### src/rtl/inst_fifo_pkg.sv
// inst_fifo_pkg
//   Shared constants and helpers for the instruction-driven single-port FIFO.
//   Bit offsets are measured from DW, so FLUSH sits at inst[DW+2],
//   WE at inst[DW+1] and RE at inst[DW]. Data occupies inst[DW-1:0].
package inst_fifo_pkg;

  localparam int DEF_DW    = 32;
  localparam int DEF_DEPTH = 16;

  localparam int FLUSH_OFS = 2;
  localparam int WE_OFS    = 1;
  localparam int RE_OFS    = 0;

  typedef enum logic [2:0] {
    OP_NOP,
    OP_FLUSH,
    OP_WRITE,
    OP_READ,
    OP_WRITE_READ
  } op_e;

  // FLUSH dominates; WE/RE carried alongside a FLUSH are discarded.
  function automatic op_e decode_op(input logic flush, input logic we, input logic re);
    if (flush)         return OP_FLUSH;
    else if (we && re) return OP_WRITE_READ;
    else if (we)       return OP_WRITE;
    else if (re)       return OP_READ;
    else               return OP_NOP;
  endfunction

endpackage

### src/rtl/inst_sp_fifo_if.sv
// inst_sp_fifo_if
//   Instruction/result bundle of inst_sp_fifo.
//   master : drives inst, inst_valid; observes ready, results and status.
//   slave  : the FIFO side.
//   inst       [DW+2:0] FLUSH | WE | RE | DI
//   inst_ready           instruction accepted when high together with inst_valid
//   res        [DW-1:0]  read data, held between reads
//   read_valid           one-cycle pulse when res is new
//   full, empty, count   occupancy status (count includes a pending write)
//   overflow, underflow  sticky error flags
interface inst_sp_fifo_if
  import inst_fifo_pkg::*;
#(
  parameter int DW    = DEF_DW,
  parameter int DEPTH = DEF_DEPTH
) ();

  localparam int AW = $clog2(DEPTH);

  logic [DW+2:0] inst;
  logic          inst_valid;
  logic          inst_ready;
  logic [DW-1:0] res;
  logic          read_valid;
  logic          full;
  logic          empty;
  logic [AW:0]   count;
  logic          overflow;
  logic          underflow;

  modport master (
    output inst, inst_valid,
    input  inst_ready, res, read_valid, full, empty, count, overflow, underflow
  );

  modport slave (
    input  inst, inst_valid,
    output inst_ready, res, read_valid, full, empty, count, overflow, underflow
  );

endinterface

### src/rtl/inst_sp_fifo_sp_ram.sv
// sp_ram
//   Single-port synchronous RAM, one access per cycle.
//   en   : access enable
//   we   : 1 = write din to addr, 0 = read addr into dout
//   addr : word address
//   din  : write data
//   dout : read data, valid one cycle after a read; holds otherwise
module sp_ram #(
  parameter int DW = 32,
  parameter int AW = 4
) (
  input  logic          clk,
  input  logic          en,
  input  logic          we,
  input  logic [AW-1:0] addr,
  input  logic [DW-1:0] din,
  output logic [DW-1:0] dout
);

  logic [DW-1:0] mem [2**AW];

  // dout only changes on a read so the FIFO can present it as held data.
  always_ff @(posedge clk) begin
    if (en) begin
      if (we) mem[addr] <= din;
      else    dout      <= mem[addr];
    end
  end

endmodule

### src/rtl/inst_sp_fifo.sv
// inst_sp_fifo
//   FIFO controlled by a packed instruction word, built on a single-port RAM.
//   A simultaneous write+read on a non-empty FIFO reads now and parks the
//   write data in a one-entry pending register that commits on the next
//   cycle; inst_ready is low for exactly that commit cycle.
//   clk  : clock, rising edge
//   rst  : synchronous active-high reset
//   bus  : inst_sp_fifo_if slave (instruction in, result and status out)
module inst_sp_fifo
  import inst_fifo_pkg::*;
#(
  parameter int DW    = DEF_DW,
  parameter int DEPTH = DEF_DEPTH
) (
  input  logic          clk,
  input  logic          rst,
  inst_sp_fifo_if.slave bus
);

  localparam int AW = $clog2(DEPTH);
  localparam int CW = AW + 1;
  localparam logic [CW-1:0] FULL_CNT = CW'(DEPTH);
  localparam logic [CW-1:0] CNT_ONE  = CW'(1);
  localparam logic [AW-1:0] PTR_ONE  = AW'(1);

  logic [AW-1:0] wptr_q, wptr_d;
  logic [AW-1:0] rptr_q, rptr_d;
  logic [CW-1:0] count_q, count_d;
  logic          pend_q, pend_d;
  logic [DW-1:0] pend_data_q, pend_data_d;
  logic [DW-1:0] byp_q, byp_d;
  logic          res_ram_q, res_ram_d;
  logic          rv_q, rv_d;
  logic          ovf_q, ovf_d;
  logic          udf_q, udf_d;

  logic          ram_en;
  logic          ram_we;
  logic [AW-1:0] ram_addr;
  logic [DW-1:0] ram_din;
  logic [DW-1:0] ram_dout;

  logic          accept;
  logic [DW-1:0] di;
  op_e           op;
  logic          is_empty;
  logic          is_full;

  assign accept   = bus.inst_valid && !pend_q;
  assign di       = bus.inst[DW-1:0];
  assign op       = accept ? decode_op(bus.inst[DW+FLUSH_OFS],
                                       bus.inst[DW+WE_OFS],
                                       bus.inst[DW+RE_OFS])
                           : OP_NOP;
  assign is_empty = (count_q == '0);
  assign is_full  = (count_q == FULL_CNT);

  always_comb begin
    wptr_d      = wptr_q;
    rptr_d      = rptr_q;
    count_d     = count_q;
    pend_d      = pend_q;
    pend_data_d = pend_data_q;
    byp_d       = byp_q;
    res_ram_d   = res_ram_q;
    rv_d        = 1'b0;
    ovf_d       = ovf_q;
    udf_d       = udf_q;
    ram_en      = 1'b0;
    ram_we      = 1'b0;
    ram_addr    = rptr_q;
    ram_din     = pend_data_q;

    if (pend_q) begin
      // Commit cycle: the RAM port belongs to the parked write, and since
      // inst_ready is low no instruction can compete for it.
      ram_en   = 1'b1;
      ram_we   = 1'b1;
      ram_addr = wptr_q;
      ram_din  = pend_data_q;
      wptr_d   = wptr_q + PTR_ONE;
      pend_d   = 1'b0;
    end else begin
      unique case (op)
        OP_FLUSH: begin
          wptr_d  = '0;
          rptr_d  = '0;
          count_d = '0;
          pend_d  = 1'b0;
          ovf_d   = 1'b0;
          udf_d   = 1'b0;
        end
        OP_WRITE: begin
          if (is_full) begin
            ovf_d = 1'b1;
          end else begin
            ram_en   = 1'b1;
            ram_we   = 1'b1;
            ram_addr = wptr_q;
            ram_din  = di;
            wptr_d   = wptr_q + PTR_ONE;
            count_d  = count_q + CNT_ONE;
          end
        end
        OP_READ: begin
          if (is_empty) begin
            udf_d = 1'b1;
          end else begin
            ram_en    = 1'b1;
            ram_addr  = rptr_q;
            rptr_d    = rptr_q + PTR_ONE;
            count_d   = count_q - CNT_ONE;
            rv_d      = 1'b1;
            res_ram_d = 1'b1;
          end
        end
        OP_WRITE_READ: begin
          if (is_empty) begin
            // Nothing stored: the written word is the oldest, hand it straight back.
            byp_d     = di;
            res_ram_d = 1'b0;
            rv_d      = 1'b1;
          end else begin
            ram_en      = 1'b1;
            ram_addr    = rptr_q;
            rptr_d      = rptr_q + PTR_ONE;
            pend_d      = 1'b1;
            pend_data_d = di;
            rv_d        = 1'b1;
            res_ram_d   = 1'b1;
          end
        end
        default: ;
      endcase
    end
  end

  always_ff @(posedge clk) begin
    if (rst) begin
      wptr_q      <= '0;
      rptr_q      <= '0;
      count_q     <= '0;
      pend_q      <= 1'b0;
      pend_data_q <= '0;
      byp_q       <= '0;
      res_ram_q   <= 1'b0;
      rv_q        <= 1'b0;
      ovf_q       <= 1'b0;
      udf_q       <= 1'b0;
    end else begin
      wptr_q      <= wptr_d;
      rptr_q      <= rptr_d;
      count_q     <= count_d;
      pend_q      <= pend_d;
      pend_data_q <= pend_data_d;
      byp_q       <= byp_d;
      res_ram_q   <= res_ram_d;
      rv_q        <= rv_d;
      ovf_q       <= ovf_d;
      udf_q       <= udf_d;
    end
  end

  sp_ram #(
    .DW (DW),
    .AW (AW)
  ) u_ram (
    .clk  (clk),
    .en   (ram_en),
    .we   (ram_we),
    .addr (ram_addr),
    .din  (ram_din),
    .dout (ram_dout)
  );

  // res comes from whichever source produced the most recent read; the RAM
  // output only moves on reads, so both sources hold between reads.
  assign bus.res        = res_ram_q ? ram_dout : byp_q;
  assign bus.inst_ready = !pend_q;
  assign bus.read_valid = rv_q;
  assign bus.count      = count_q;
  assign bus.full       = is_full;
  assign bus.empty      = is_empty;
  assign bus.overflow   = ovf_q;
  assign bus.underflow  = udf_q;

endmodule

### src/flat_wrapper.sv
// flat-port wrapper written by rule: the top's interface ports become plain ports
module inst_sp_fifo_flat import inst_fifo_pkg::*;
#(
  parameter int DW    = DEF_DW,
  parameter int DEPTH = DEF_DEPTH
)
  (clk, rst, bus_inst, bus_inst_valid, bus_inst_ready, bus_res, bus_read_valid, bus_full, bus_empty, bus_count, bus_overflow, bus_underflow);
  inst_sp_fifo_if #(.DW(DW), .DEPTH(DEPTH)) bus_i ();
  input  logic clk;
  input  logic rst;
  input wire logic [$bits(bus_i.inst)-1:0] bus_inst;
  input wire logic [$bits(bus_i.inst_valid)-1:0] bus_inst_valid;
  output wire logic [$bits(bus_i.inst_ready)-1:0] bus_inst_ready;
  output wire logic [$bits(bus_i.res)-1:0] bus_res;
  output wire logic [$bits(bus_i.read_valid)-1:0] bus_read_valid;
  output wire logic [$bits(bus_i.full)-1:0] bus_full;
  output wire logic [$bits(bus_i.empty)-1:0] bus_empty;
  output wire logic [$bits(bus_i.count)-1:0] bus_count;
  output wire logic [$bits(bus_i.overflow)-1:0] bus_overflow;
  output wire logic [$bits(bus_i.underflow)-1:0] bus_underflow;
  assign bus_i.inst = bus_inst;
  assign bus_i.inst_valid = bus_inst_valid;
  assign bus_inst_ready = bus_i.inst_ready;
  assign bus_res = bus_i.res;
  assign bus_read_valid = bus_i.read_valid;
  assign bus_full = bus_i.full;
  assign bus_empty = bus_i.empty;
  assign bus_count = bus_i.count;
  assign bus_overflow = bus_i.overflow;
  assign bus_underflow = bus_i.underflow;
  inst_sp_fifo #(.DW(DW), .DEPTH(DEPTH)) u_core (.clk(clk), .rst(rst), .bus(bus_i));
endmodule
### config.mk
export PLATFORM = sky130hd
export DESIGN_NAME = inst_sp_fifo_flat
export DESIGN_NICKNAME = d
export VERILOG_FILES = /design/src/rtl/inst_fifo_pkg.sv /design/src/rtl/inst_sp_fifo_if.sv /design/src/rtl/inst_sp_fifo_sp_ram.sv /design/src/rtl/inst_sp_fifo.sv /design/src/flat_wrapper.sv
export SDC_FILE = /design/constraint.sdc
export NUM_CORES = 1
export LEC_CHECK = 0
export ABC_CLOCK_PERIOD_IN_PS = 11700
export CAP_MARGIN = 25
export CORE_ASPECT_RATIO = 2
export CORE_MARGIN = 2
export CORE_UTILIZATION = 40
export CTS_CLUSTER_DIAMETER = 150
export DETAILED_ROUTE_END_ITERATION = 10
export GPL_TIMING_DRIVEN = 0
export PLACE_DENSITY_LB_ADDON = 0.25
export SETUP_SLACK_MARGIN = 0.15
export SLEW_MARGIN = 0
export SYNTH_ARGS = -nofsm -noshare
export SYNTH_HDL_FRONTEND = slang
export SYNTH_SLANG_ARGS = --single-unit
### constraint.sdc
create_clock -name clk -period 11.7 [get_ports clk]
set_input_delay 1.17 -clock clk [delete_from_list [all_inputs] [get_ports clk]]
set_output_delay 1.17 -clock clk [all_outputs]
set_load 0.03 [all_outputs]
==> impl_metrics.json, run 1 <==
{
  "outcome": "finished clean",
  "drt_iter0_markers": 1103,
  "finalCritPeriodShare_pct": 42.9,
  "post-cts-setup-buffers": 0,
  "cts_root_buf": "clkbuf_16",
  "ir_worst_vdd_v": 0.000105,
  "dp_worst_setup_slack_ns": 6.02,
  "grt_max_degree": 25,
  "wire_per_inst_um": 25.7,
  "setup_ws_ns": 6.68,
  "synthCells": 1674,
  "final_area_um2": 28700,
  "portBuffers": 79,
  "endpoint": "u_core.u_ram.dout[20]$_DFFE_PP_",
  "postRouteAntennaNets": 0,
  "slew_violations": 0,
  "post_cts_resized": 0,
  "yosys_register_bits": 626,
  "grt_util_all_layers_pct": 21.1,
  "ios": 81,
  "path_class": "input port to flip-flop",
  "dpl_cell_area_um2": 27100,
  "cts_buffer_depth": 3,
  "grt-ovfl-total": 0,
  "rows": 128,
  "yosysSeqAreaShare_pct": 72.8,
  "synth_top_area_share_pct": 66.2,
  "whs_ns": 0.452,
  "fmax_ghz": 0.199,
  "startpoint": "bus_inst[33]",
  "setup_tns_ns": 0,
  "num_vias": 14679,
  "grt_pass1_vias": 14650,
  "crit_fanout": 10,
  "nNetsFinal": 1888,
  "period_needed_ns": 5.02,
  "ys_top_cells_by_area": "edfxtp_1 (66%), mux2i_1 (10%), dfxtp_1 (6.7%)",
  "cts_tree": "built",
  "fp.dieW_um": 180,
  "met3_usage_pct": 2.27,
  "via_per_inst": 5.52,
  "rsz0062_at_grt": "no",
  "use_met1_pct": 23.8,
  "hp-class": "flip-flop to flip-flop",
  "clkTransAtPathRegs_ns": 0.07,
  "hold_viol": 0,
  "start_kind": "input port",
  "fp.dieH_um": 355,
  "p_leak_nw": 8.83,
  "cts_made_buffers": 51,
  "syn_nets": 1720,
  "layout.area.seq_um2": 18000,
  "grt_pass1_wl_um": 97800,
  "drcViolationCount": 0,
  "yosys_warnings": 0,
  "fill_cells": 5227,
  "first_pass_iters": 7,
  "rr_startpoint": "u_core.bus.count[0]$_SDFFE_PP0P_",
  "top_usage_layer": "met2",
  "place_congestion": 0.828,
  "r2r_slack_ns": 7.75,
  "h-tree-depth": 2,
  "synth_cell_types": 39,
  "cap_violations": 0,
  "power.total_mw": 4.22,
  "syn-cell-area_um2": 24700,
  "areaGrowthSynthToFinish_pct": 16.1,
  "syn_area_per_cell_um2": 14.7,
  "yosysTopAreaCell": "edfxtp_1",
  "critical_path_required_ns": 12.02,
  "cts_hold_buffers": 0,
  "dieArea_um2": 63800,
  "ff2ff_path_depth": 9,
  "dp_hpwl_um": 47700,
  "max_slew_margin_pct": 25.5,
  "clock_latency_ns": 0.60,
  "drive_gt1_share_pct": 10.4,
  "synth_edf_count": 544,
  "tightest_slew_ns": 1.12,
  "antenna_cells": 0,
  "power.density_nw_per_um2": 147,
  "setup_viol": 0,
  "ys_top_cells_by_count": "edfxtp_1 (544), nand2_1 (271), mux2i_1 (258), o22ai_1 (132), nor2_1 (99)",
  "initial_utilization_pct": 40.5,
  "ys.flop_type": "edfxtp_1",
  "multi_input_area_um2": 6230,
  "antenna_found_initial": 0,
  "ys_async_sr_fraction_pct": 0,
  "finalWirelength_um": 68300,
  "endpoint_kind": "flip-flop",
  "synth_most_common_cell": "edfxtp_1",
  "critPathArrivalTime_ns": 5.34,
  "grt_use_met2_pct": 39.8,
  "finClkSkew_ns": 0.0125,
  "numClockSinks": 626,
  "core_area_um2": 61000,
  "reg2reg_to": "u_core.u_ram.dout[20]$_DFFE_PP_"
}
==> final cells by class <==
cell class                 count  share of cell area (%)
buffer                        91                    1.92
sequential                   626                    62.7
clock inverter                30                    1.01
multi-input combinational    949                    21.7
clock buffer                  62                    4.63
inverter                       8                   0.105
timing repair buffer         115                    4.47
tap                          780                    3.40
==> worst min-delay path by stage <==
stage	start	end	slack, ns	cells after the start
after floorplan	u_core.byp_q[0]$_SDFFE_PP0P_	u_core.byp_q[0]$_SDFFE_PP0P_	0.43	2
after global placement	u_core.byp_q[28]$_SDFFE_PP0P_	u_core.byp_q[28]$_SDFFE_PP0P_	0.44	2
after detailed placement	u_core.byp_q[22]$_SDFFE_PP0P_	u_core.byp_q[22]$_SDFFE_PP0P_	0.45	2
after CTS	u_core.byp_q[22]$_SDFFE_PP0P_	u_core.byp_q[22]$_SDFFE_PP0P_	0.45	2
after global routing	u_core.byp_q[29]$_SDFFE_PP0P_	u_core.byp_q[29]$_SDFFE_PP0P_	0.47	2
final	u_core.byp_q[22]$_SDFFE_PP0P_	u_core.byp_q[22]$_SDFFE_PP0P_	0.45	2
==> cells by family (layout without fill, tap and decap cells) <==
logic type / after synthesis / count (layout) / share of synthesized area [%]
XOR/XNOR: 4 / 4 / 0.142
adder cells (fa/ha/maj): 8 / 8 / 0.436
AO/OA/AOI/OAI: 236 / 236 / 5.67
buffers and inverters: 99 / 306 / 2.36
multiplexers: 290 / 290 / 11.9
AND/OR/NAND/NOR: 411 / 411 / 6.64
flip-flops: 626 / 626 / 72.8
==> power breakdown <==
part / switching, mW / leakage [nW] / total [mW] / internal (mW)
Clock: 0.781 / 0.784 / 1.70 / 0.921
Sequential: 0.00237 / 5.52 / 2.41 / 2.41
Combinational: 0.0693 / 2.52 / 0.104 / 0.0346
Total: 0.853 / 8.83 / 4.22 / 3.37
==> layout by cell type, fill, tap and decap left out, types with 7 or more instances in the layout <==
cell type,Yosys,final
buf_6,27,47
clkdlybuf4s50_1,0,79
dfxtp_1,82,82
mux2i_1,258,258
clkbuf_16,0,51
nor2_1,99,90
a21oi_1,81,80
edfxtp_1,544,544
clkinv_2,0,11
clkbuf_1,60,70
nor2_4,0,9
inv_1,8,7
o22ai_1,132,132
nand2_1,271,271
mux2_2,32,32
o21ai_0,7,7
buf_12,0,10
nand2b_1,9,9
ha_1,7,7
==> worst max-delay path: stages <==
cell	delay, ns
clkdlybuf4s50_1	0.48
inv_1	0.05
ha_1	0.32
or4_4	0.54
a211oi_1	0.36
buf_4	0.28
nor3_1	0.09
o22ai_1	0.61
clkbuf_1	0.74
o22ai_1	0.22
nor2_1	0.32
nand2_1	0.15
==> per-stage QoR <==
step                      util, %  std cells
after floorplan                 -       1674
after global placement       43.3       2533
after detailed placement     44.3       2569
after CTS                    47.0       2661
after global routing         47.0       2661
final                        47.0       2661
==> layer usage <==
metal | vias to the layer above | wire length [um]
met2 | 501 | 37000
met5 | - | 0
met1 | 7405 | 25100
met4 | 0 | 3220
met3 | 177 | 2970
li1 | 6596 | -
==> sequential cells by signal, indices dropped and copies added, names as in the netlist <==
register / flops
u_core.u_ram.mem: 512
u_core.byp_q: 32
u_core.pend_data_q: 32
u_core.u_ram.dout: 32
u_core.bus.count: 5
u_core.rptr_q: 4
u_core.wptr_q: 4
u_core.bus.overflow: 1
u_core.bus.read_valid: 1
u_core.bus.underflow: 1
u_core.pend_q: 1
u_core.res_ram_q: 1
Note: power is estimated with default switching activity, not from simulation.
==> inputs of run 2 (changes only) <==
--- a/config.mk
+++ b/config.mk
@@ -5,7 +5,7 @@
 export SDC_FILE = /design/constraint.sdc
 export NUM_CORES = 1
 export LEC_CHECK = 0
-export ABC_CLOCK_PERIOD_IN_PS = 11700
+export ABC_CLOCK_PERIOD_IN_PS = 4400
 export CAP_MARGIN = 25
 export CORE_ASPECT_RATIO = 2
 export CORE_MARGIN = 2
==> constraint.sdc (replaced) <==
create_clock -name clk -period 4.4 [get_ports clk]
set_input_delay 0.44 -clock clk [delete_from_list [all_inputs] [get_ports clk]]
set_output_delay 0.44 -clock clk [all_outputs]
set_load 0.03 [all_outputs]
==> impl_metrics.json, run 2 (synthesized netlist as in run 1, its figures left out) <==
{
  "fp.dieW_um": 180,
  "fill_cells": 5197,
  "multi_input_area_um2": 6260,
  "cts_root_buf": "clkbuf_16",
  "endpoint_kind": "flip-flop",
  "setup_viol": 0,
  "portBuffers": 79,
  "intPower_mw": 9.01,
  "layout_commonest_cell": "edfxtp_1",
  "comb_power_share_pct": 2.5,
  "period_needed_ns": 4.24,
  "core_area_um2": 61000,
  "finClkSkew_ns": 0.0174,
  "dp_hpwl_um": 48100,
  "largest_reg_flops": 512,
  "drive_gt1_share_pct": 10.1,
  "antenna_found_initial": 0,
  "nNetsFinal": 1883,
  "layout.area.seq_um2": 18000,
  "grt_pass1_vias": 14962,
  "cts_tree": "built",
  "cts_made_buffers": 52,
  "cts_buffer_depth": 3,
  "tightest_slew_ns": 1.04,
  "grt_max_degree": 24,
  "ios": 81,
  "rr_startpoint": "u_core.bus.count[0]$_SDFFE_PP0P_",
  "numClockSinks": 626,
  "switching_share_pct": 20.5,
  "critPathArrivalTime_ns": 4.57,
  "critical_path_required_ns": 4.73,
  "drcViolationCount": 0,
  "slew_violations": 0,
  "fp.dieH_um": 355,
  "most-common-layout-cells": "edfxtp_1 (544), nand2_1 (271), mux2i_1 (258), o22ai_1 (132), nor2_1 (90)",
  "max_slew_margin_pct": 30.9,
  "p_leak_nw": 8.87,
  "initial_utilization_pct": 40.5,
  "cap_violations": 0,
  "hold_viol": 0,
  "finalWirelength_um": 69200,
  "dieArea_um2": 63800,
  "whs_path_depth": 3,
  "power.total_mw": 11.3,
  "hp-start": "bus_inst[27]",
  "num_vias": 14725,
  "r2r_slack_ns": 0.45,
  "grt-ovfl-total": 0,
  "h-tree-depth": 2,
  "grt_util_all_layers_pct": 21.3,
  "clockPowerShare_pct": 40.9,
  "outcome": "finished clean",
  "clkTransAtPathRegs_ns": 0.07,
  "hold_path_end": "u_core.byp_q[27]$_SDFFE_PP0P_",
  "drt_iter0_markers": 1301,
  "antenna_cells": 0,
  "start_kind": "input port",
  "finalCritPeriodShare_pct": 96.3,
  "path_class": "input port to flip-flop",
  "postRouteAntennaNets": 0,
  "place_congestion": 0.823,
  "power.share.sequential_pct": 56.6,
  "via_per_inst": 5.54,
  "clock_latency_ns": 0.61,
  "grt_pass1_wl_um": 99200,
  "wire_per_inst_um": 26.0,
  "hp-class": "input port to flip-flop",
  "areaGrowthSynthToFinish_pct": 17.0,
  "first_pass_iters": 7,
  "fmax_ghz": 0.236,
  "ir_worst_vdd_v": 0.000346,
  "switching_power_mw": 2.32,
  "largest-register": "u_core.u_ram.mem",
  "post-cts-setup-buffers": 0,
  "ff2ff_path_depth": 9,
  "reg2reg_to": "u_core.u_ram.dout[19]$_DFFE_PP_",
  "power.density_nw_per_um2": 392,
  "crit_fanout": 10,
  "rows": 128,
  "rsz0062_at_grt": "yes",
  "fin_util_pct": 47.3
}
==> run 2: cell count changes in the layout (fill, tap and decap cells not counted), moves of 2 or more <==
cell	delta
buf_6	-14
clkbuf_8	+5
buf_16	+12
clkinvlp_4	-2
clkinv_2	-3
clkinv_1	+4
inv_6	-2
nor3_2	-3
clkinv_8	+3
buf_12	-5
buf_8	+4
nor3_4	+3
buf_4	-4
clkbuf_2	+2
==> run 2: stage by stage <==
step / hold slack, ns / setup WS (ns) / setup TNS (ns) / std cells / area [um2]
floorplan: 0.434 / -0.0466 / -2.98 / 1674 / 24700
global placement: 0.439 / -3.27 / -1076.25 / 2533 / 26500
detailed placement: 0.447 / -0.525 / -6.45 / 2562 / 27200
CTS: 0.417 / 0.206 / 0 / 2659 / 28900
global route: 0.445 / 0.0799 / 0 / 2660 / 28900
finish: 0.441 / 0.162 / 0 / 2660 / 28900
==> run 2: worst max path at each step <==
stage | from | to | cells after the start
after floorplan | bus_inst[33] | u_core.u_ram.mem[3][0]$_DFFE_PP_ | 6
after global routing | bus_inst[33] | u_core.u_ram.dout[19]$_DFFE_PP_ | 12
after CTS | bus_inst[33] | u_core.u_ram.dout[19]$_DFFE_PP_ | 12
after global placement | bus_inst[33] | u_core.u_ram.mem[5][16]$_DFFE_PP_ | 7
after detailed placement | bus_inst[33] | u_core.u_ram.dout[20]$_DFFE_PP_ | 12
final | bus_inst[33] | u_core.u_ram.dout[19]$_DFFE_PP_ | 12
==> run 2: cell type report <==
type	count	share of cell area (%)
Buffer	91	1.92
Clock buffer	70	4.91
Clock inverter	27	0.906
Inverter	8	0.104
Multi-Input combinational cell	949	21.7
Sequential cell	626	62.3
Tap cell	780	3.38
Timing Repair Buffer	109	4.84
==> run 2: worst max-delay path, stage by stage <==
cell and delay, ns:
clkdlybuf4s50_1 0.48, inv_1 0.05, ha_1 0.33, or4_4 0.54
a211oi_1 0.34, buf_4 0.27, nor3_1 0.10, o211ai_1 0.64
clkbuf_1 0.78, o22ai_1 0.20, nor2_1 0.21, nand2_1 0.16
==> run 2: what timing repair did <==
action | CTS | global route
gates cloned | 0 | 0
hold buffers | 0 | 0
resized for setup | 1 | 2
endpoints found under the setup margin | 1 | 4
==> run 2: power by group through the flow <==
| stage | Clock (mW) | Sequential (mW) | Combinational [mW] |
|---|---|---|---|
| 6_report | 4.64 | 6.42 | 0.278 |
| 5_1_grt | 4.91 | 6.42 | 0.298 |
| 4_1_cts | 4.70 | 6.42 | 0.279 |
| 3_5_place_dp | 0 | 6.55 | 0.277 |
| 3_3_place_gp | 0 | 6.55 | 0.267 |
| 2_1_floorplan | 0 | 6.55 | 0.135 |
==> run 2: metal layers <==
metal	vias up	global-route usage [%]	routed length, um
li1	6594	-	-
met1	7471	23.6	24900
met2	513	40.8	38000
met3	147	2.30	3440
met4	0	9.15	2880
met5	-	0	0
